File: config.mk
export PLATFORM = sky130hd
export DESIGN_NAME = tap_tempo
export DESIGN_NICKNAME = d
export VERILOG_FILES = /design/src/rtl/tap_tempo.sv
export SDC_FILE = /design/constraint.sdc
export NUM_CORES = 1
export LEC_CHECK = 0
export ABC_AREA = 1
export CAP_MARGIN = 20
export CORE_MARGIN = 2
export CORE_UTILIZATION = 25
export CTS_CLUSTER_SIZE = 14
export DETAILED_ROUTE_END_ITERATION = 8
export PLACE_DENSITY_LB_ADDON = 0.05
export SLEW_MARGIN = 15
export SYNTH_ARGS = -nofsm -noshare
export SYNTH_HDL_FRONTEND = slang
export SYNTH_SLANG_ARGS = --single-unit
File: constraint.sdc
create_clock -name CLOCK_50 -period 8.18 [get_ports CLOCK_50]
set_input_delay 1.227 -clock CLOCK_50 [delete_from_list [all_inputs] [get_ports CLOCK_50]]
set_output_delay 1.227 -clock CLOCK_50 [all_outputs]
set_load 0.02 [all_outputs]
File: src/rtl/tap_tempo.sv
// rtl/tap_tempo.sv - tap interval measurement producing a debounced, averaged tempo period
module tap_tempo #(
  parameter logic [31:0] MIN_PERIOD     = 32'd2_500_000,
  parameter logic [31:0] MAX_PERIOD     = 32'd100_000_000,
  parameter logic [31:0] DEFAULT_PERIOD = 32'd25_000_000
) (
  input  logic        CLOCK_50,
  input  logic        reset,
  input  logic        tap,
  output logic [31:0] period,
  output logic        period_update,
  output logic        tapping,
  output logic [2:0]  intervals
);

  typedef enum logic [1:0] {
    S_IDLE,
    S_ARMED,
    S_TRACKING
  } state_t;

  // Sequence tracking state
  state_t      state_q, state_d;
  logic        tap_prev_q, tap_prev_d;
  logic [31:0] elapsed_q, elapsed_d;
  logic [31:0] hist_q [4];
  logic [31:0] hist_d [4];
  logic [2:0]  cnt_q, cnt_d;
  logic        acc_q, acc_d;

  // Registered outputs, one cycle behind the accept decision
  logic [31:0] period_q, period_d;
  logic        period_update_q, period_update_d;
  logic [2:0]  intervals_q, intervals_d;

  logic        edge_det;
  logic        timed_out;
  logic        in_range;
  logic [33:0] hist_sum;

  // Rising-edge detect against the previous tap sample
  always_comb begin
    edge_det  = tap & ~tap_prev_q;
    timed_out = (elapsed_q > MAX_PERIOD);
    in_range  = (elapsed_q >= MIN_PERIOD) && !timed_out;
  end

  // Next-state: counter, history, interval count and accept pulse
  always_comb begin
    state_d    = state_q;
    tap_prev_d = tap;
    // Counter saturates one past MAX_PERIOD so "timed out" stays a stable condition
    elapsed_d  = timed_out ? (MAX_PERIOD + 32'd1) : (elapsed_q + 32'd1);
    cnt_d      = cnt_q;
    acc_d      = 1'b0;
    for (int i = 0; i < 4; i++) begin
      hist_d[i] = hist_q[i];
    end

    case (state_q)
      S_IDLE: begin
        if (edge_det) begin
          state_d   = S_ARMED;
          elapsed_d = 32'd1;
        end
      end
      default: begin
        if (timed_out) begin
          // Abandoned sequence; an edge arriving now starts a fresh one
          cnt_d = 3'd0;
          for (int i = 0; i < 4; i++) begin
            hist_d[i] = 32'd0;
          end
          if (edge_det) begin
            state_d   = S_ARMED;
            elapsed_d = 32'd1;
          end else begin
            state_d = S_IDLE;
          end
        end else if (edge_det && in_range) begin
          // Restart at 1 so the count seen at the next edge equals the cycle distance
          hist_d[3] = hist_q[2];
          hist_d[2] = hist_q[1];
          hist_d[1] = hist_q[0];
          hist_d[0] = elapsed_q;
          cnt_d     = (cnt_q == 3'd4) ? 3'd4 : (cnt_q + 3'd1);
          elapsed_d = 32'd1;
          state_d   = S_TRACKING;
          acc_d     = 1'b1;
        end
        // Edges shorter than MIN_PERIOD are bounce: counter keeps running untouched
      end
    endcase
  end

  // Period computation from the history captured on the previous cycle
  always_comb begin
    hist_sum = {2'b00, hist_q[0]} + {2'b00, hist_q[1]}
             + {2'b00, hist_q[2]} + {2'b00, hist_q[3]};
    period_d        = period_q;
    period_update_d = acc_q;
    intervals_d     = cnt_q;
    if (acc_q) begin
      if (cnt_q == 3'd4) begin
        period_d = 32'(hist_sum >> 2);
      end else begin
        period_d = hist_q[0];
      end
    end
  end

  // State and output registers with synchronous reset
  always_ff @(posedge CLOCK_50) begin
    if (reset) begin
      state_q         <= S_IDLE;
      tap_prev_q      <= 1'b0;
      elapsed_q       <= 32'd0;
      cnt_q           <= 3'd0;
      acc_q           <= 1'b0;
      period_q        <= DEFAULT_PERIOD;
      period_update_q <= 1'b0;
      intervals_q     <= 3'd0;
      for (int i = 0; i < 4; i++) begin
        hist_q[i] <= 32'd0;
      end
    end else begin
      state_q         <= state_d;
      tap_prev_q      <= tap_prev_d;
      elapsed_q       <= elapsed_d;
      cnt_q           <= cnt_d;
      acc_q           <= acc_d;
      period_q        <= period_d;
      period_update_q <= period_update_d;
      intervals_q     <= intervals_d;
      for (int i = 0; i < 4; i++) begin
        hist_q[i] <= hist_d[i];
      end
    end
  end

  assign period        = period_q;
  assign period_update = period_update_q;
  assign intervals     = intervals_q;
  assign tapping       = (state_q != S_IDLE);

endmodule

# Word-level counts from Yosys, hierarchy flattened
# Memories as Yosys holds them, arrays and structs flattened.
# Index checks and enable logic that the tools add are counted.
[classes]
mux = 25
n_eq_ne = 2
bitwise = 7
order_cmp = 2
addsub = 5
n_reduce_logical = 10
[ops]
columns = ["cell", "n"]
rows = [
  ["2-to-1 mux 128 bit", 3],
  ["2-to-1 mux 32 bit", 10],
  ["adder 33 x 32 -> 34 bit", 1],
  ["adder 34 x 32 -> 34 bit", 1],
  ["adder 32 x 32 -> 33 bit", 1],
  ["adder 32 x 1 -> 32 bit (second input constant)", 1],
  [">= comparator 32 x 22 -> 1 bit (second input constant)", 1],
  ["> comparator 32 x 27 -> 1 bit (second input constant)", 1],
  ["2-to-1 mux 3 bit", 3],
  ["2-to-1 mux 2 bit", 4],
  ["2-to-1 mux 1 bit", 5],
  ["OR 1 bit", 4],
  ["AND reduction 2 bit", 2],
  ["nonzero test 2 bit", 2],
  ["adder 3 x 1 -> 3 bit (second input constant)", 1],
  ["== test 3 bit (second input constant)", 1],
  ["nonzero test 3 bit", 1],
  ["OR reduction 3 bit", 1],
  ["logical AND 1 bit", 2],
  ["logical NOT 2 bit", 1],
  ["!= test 2 bit (second input constant)", 1],
  ["inverter 1 bit", 2],
  ["AND 1 bit", 1],
  ["logical NOT 1 bit", 1],
]
[word_totals]
reg_bits = 75
mem_count = 1
in_bits = 3
ram_bits = 128
[mem_list]
columns = ["memory", "depth", "width", "rd", "rd_clocked_by_memory_dff", "wr", "line", "rtl"]
rows = [
  ["hist_q", 4, 32, 4, 0, 4, "26", "logic [31:0] hist_q [4];"],
]

# Logic depth before layout (Yosys ltp)
[logic_depth]
word_depth = 8
mapped_depth = 19
depth_no_buf = 19

# Worst setup path after synthesis
# No wires, ideal clock.
[synth_path]
kind = "reg2reg"
start = "memory hist_q[0][1]"
end = "register period_q[19] (netlist: period[19])"
arrival_ns = 2.820
n_path_buf = 0
required_ns = 8.061
setup_slack_ns = 5.241
setup_time_ns = 0.119
period_less_slack_ns = 2.939
path_stages_with_launch = 18
path_cell_list = "dfxtp_1 -> inv_1 -> fa_1 -> inv_1 -> fa_1 -> nand2_1 -> nor2_1 -> fa_1 -> nand2_1 -> nand2_1 -> and2_1 -> nand3_1 -> nand3b_1 -> nand2_1 -> nand2_1 -> xor2_1 -> o21ai_0 -> nand2_1"
[synth_rtl]
columns = ["element", "line", "rtl"]
rows = [
  ["from (decl)", "26", ""],
  ["to (signal assigned)", "132", "period_q <= period_d;"],
  ["to (decl)", "32", "logic [31:0] period_q, period_d;"],
]

==> flow_metrics.py <==
metrics = {
    "outcome": {
        "status": "complete, no violations",
    },
    "yosys": {
        "synth_area_um2": 11800,
        "synth.largest_area_cell": "dfxtp_1",
        "syn_inst": 1656,
        "synth.avg_cell_area_um2": 7.10,
        "yosysMostFrequentCell": "nand2_1",
        "ys_types": 37,
        "synth_edf_count": 0,
        "yosys_warnings": 0,
        "ys_ff_latch": 203,
        "ys_async_sr_fraction_pct": 0,
        "synth_area_leaders": "dfxtp_1 35%, nand2_1 13%, fa_1 11%, inv_1 9.3%, a21oi_1 7.5%",
        "synth_flop_cell": "dfxtp_1",
        "synthTopCellsByCount": "410 x nand2_1, 292 x inv_1, 203 x dfxtp_1",
        "post-synth-top-area-fraction_pct": 34.6,
        "synth_seq_area_share_pct": 34.6,
    },
    "global_routing": {
        "antenna_found_initial": 0,
        "grt_pass1_vias": 10204,
        "track_usage_pct": 15.8,
        "grt-ovfl-total": 0,
        "grt_pass1_wl_mm": 59.3,
        "grt_max_degree": 101,
    },
    "setup_path": {
        "worstSetupPathType": "reg2reg",
        "start_kind": "register",
        "cp.arrival_ns": 4.23,
        "critPathCaptureType": "register",
        "path_max_fanout": 71,
        "worst_ep_required_time_ns": 8.66,
    },
    "place": {
        "io_buffers": 39,
        "dpl.cell_count": 2251,
        "place.detailed.hpwl_mm": 26.4,
        "gp_congestion": 0.851,
    },
    "timing": {
        "finalCritPeriodShare_pct": 45.8,
        "rsz0062_at_grt": "false",
        "fmax_mhz": 267,
        "final.min_clock_period_ns": 3.75,
        "setup_violations": 0,
        "drv_slew": 0,
        "skew_ns": 0.0123,
        "hold_ws_ns": 0.460,
        "setup_tns_ns": 0,
        "slew-limit-headroom_pct": 38.0,
        "final-hold-violation-count": 0,
        "worst_pin_slew_ns": 0.929,
    },
    "clock_tree": {
        "cts.sinks": 203,
        "clock_latency_ns": 0.56,
        "cts_root_buf": "clkbuf_16",
        "clock_path_buffers": 3,
        "postCtsHoldBufs": 0,
        "clk_transition_reported_paths_ns": 0.06,
        "cts_setup_buffers": 0,
        "tritoncts": "built",
        "numCtsBuffers": 28,
        "htreeDepth": 1,
        "cts_resized": 0,
    },
    "layout": {
        "nFillCells": 5195,
        "syn_to_final_growth_pct": 15.5,
        "final_cells": 2303,
        "final-seq-area_um2": 4060,
        "num_antenna_cells": 0,
        "nNetsFinal": 1777,
        "multiInputGateArea_um2": 6260,
        "drive_above_1_share_pct": 3.60,
    },
    "run": {
        "cap_violations": 0,
    },
    "route": {
        "route.detailed.drc": 0,
        "wl_per_cell_um": 16.2,
        "drtIter0Drc": 585,
        "dr.pass1.iters": 5,
        "avgViaCountPerCell": 4.34,
        "wl_mm": 37.3,
        "detail-route-antenna-nets": 0,
        "num_vias": 10003,
    },
    "die": {
        "core_area_um2": 46500,
        "dieWidth_um": 221,
        "die_h_um": 221,
        "fp.dieArea_um2": 48800,
        "core.rowCount": 79,
        "start_util_pct": 25.3,
        "io_pins": 40,
    },
    "pwr": {
        "cellLeakagePower_nw": 5.33,
        "power.total_mw": 2.27,
        "max-vdd-ir-drop_mv": 0.145,
        "power_density_nw_per_um2": 168,
    },
    "worst_hold_path": {
        "hold_path_class": "reg2reg",
    },
}
[kinds of logic (layout without fill, tap and decap cells)]
family	count (synthesis)	after routing	synth area share [%]
AOI/OAI and AO/OA	280	280	12.2
adders and majority gates	99	99	14.6
other	1	5	0.0319
DFF	203	203	34.6
buffers and inverters	359	395	12.3
xor gates and xnor gates	32	32	2.39
and+or+nand+nor	682	682	23.9
[power breakdown]
group	internal (mW)	leakage (nW)	switching, mW
Sequential	0.996	1.64	0.00661
Clock	0.739	0.442	0.475
Combinational	0.0124	3.24	0.0462
[flip-flops by register name, indices dropped and copies added (netlist names)]
signal,flops
cnt_q,3
state_q,2
period_update,1
period,32
acc_q,1
elapsed_q,32
tap_prev_q,1
intervals,3
hist_q,128
[per-layer routing]
layer  share of wire (%)  GRT usage [%]
met5                   0              0
met4                 1.9           3.84
met3                 3.3           1.97
met2                  43           24.3
met1                  52           23.3
[cell usage in the layout (no fill, tap or decap), types with 3 or more instances in the layout]
cell type,instances
a21oi_1,175
and2_1,3
buf_4,9
clkbuf_1,12
clkbuf_16,29
clkbuf_8,3
clkdlybuf4s50_1,38
clkinv_2,4
conb_1,5
dfxtp_1,203
fa_1,64
ha_1,35
inv_1,291
inv_2,5
nand2_1,409
nand3_1,109
nand3b_1,3
nand4_1,8
nor2_1,113
nor3_1,24
nor4_1,4
o21ai_0,53
o21ai_1,39
o21bai_1,7
xnor2_1,6
xor2_1,26
[critical path, cell delays in order, from the launching register on]
cell and delay [ns]:
dfxtp_1 0.43, inv_2 0.10, nor3_1 0.20, nand2_1 0.08, nor3_2 0.22, nand3_1 0.14, nand2_1 0.42, nand2_1 0.19
nor2_4 0.11, buf_4 0.71, nand2_2 0.36, buf_4 0.43, o21ai_0 0.22
[final cells by class]
type | instances | area share [%]
inverter | 296 | 8.19
tap | 607 | 5.59
clock buffer | 44 | 5.98
multi-input combinational | 1098 | 46.1
timing repair buffer | 48 | 3.50
clock inverter | 7 | 0.654
sequential | 203 | 29.9
[worst paths after layout]
path / cells past startpoint / slack, ns / startpoint / end
worst max-delay path: 12 / 4.44 / elapsed_q[16] / hist_q[0][13]
worst min-delay path: 2 / 0.46 / state_q[0] / state_q[0]
worst max register to register: 12 / 4.44 / elapsed_q[16] / hist_q[0][13]
worst min register to register: 2 / 0.46 / state_q[0] / state_q[0]
[per-stage QoR]
stage | util, % | setup WS [ns] | cell area (um2)
floorplan | - | 5.24 | 11800
global placement | 27.2 | 4.10 | 12600
detailed placement | 27.2 | 4.05 | 12600
CTS | 29.2 | 4.29 | 13500
global route | 29.2 | 4.04 | 13600
finish | 29.2 | 4.44 | 13600
(Power assumes the default switching activity.)
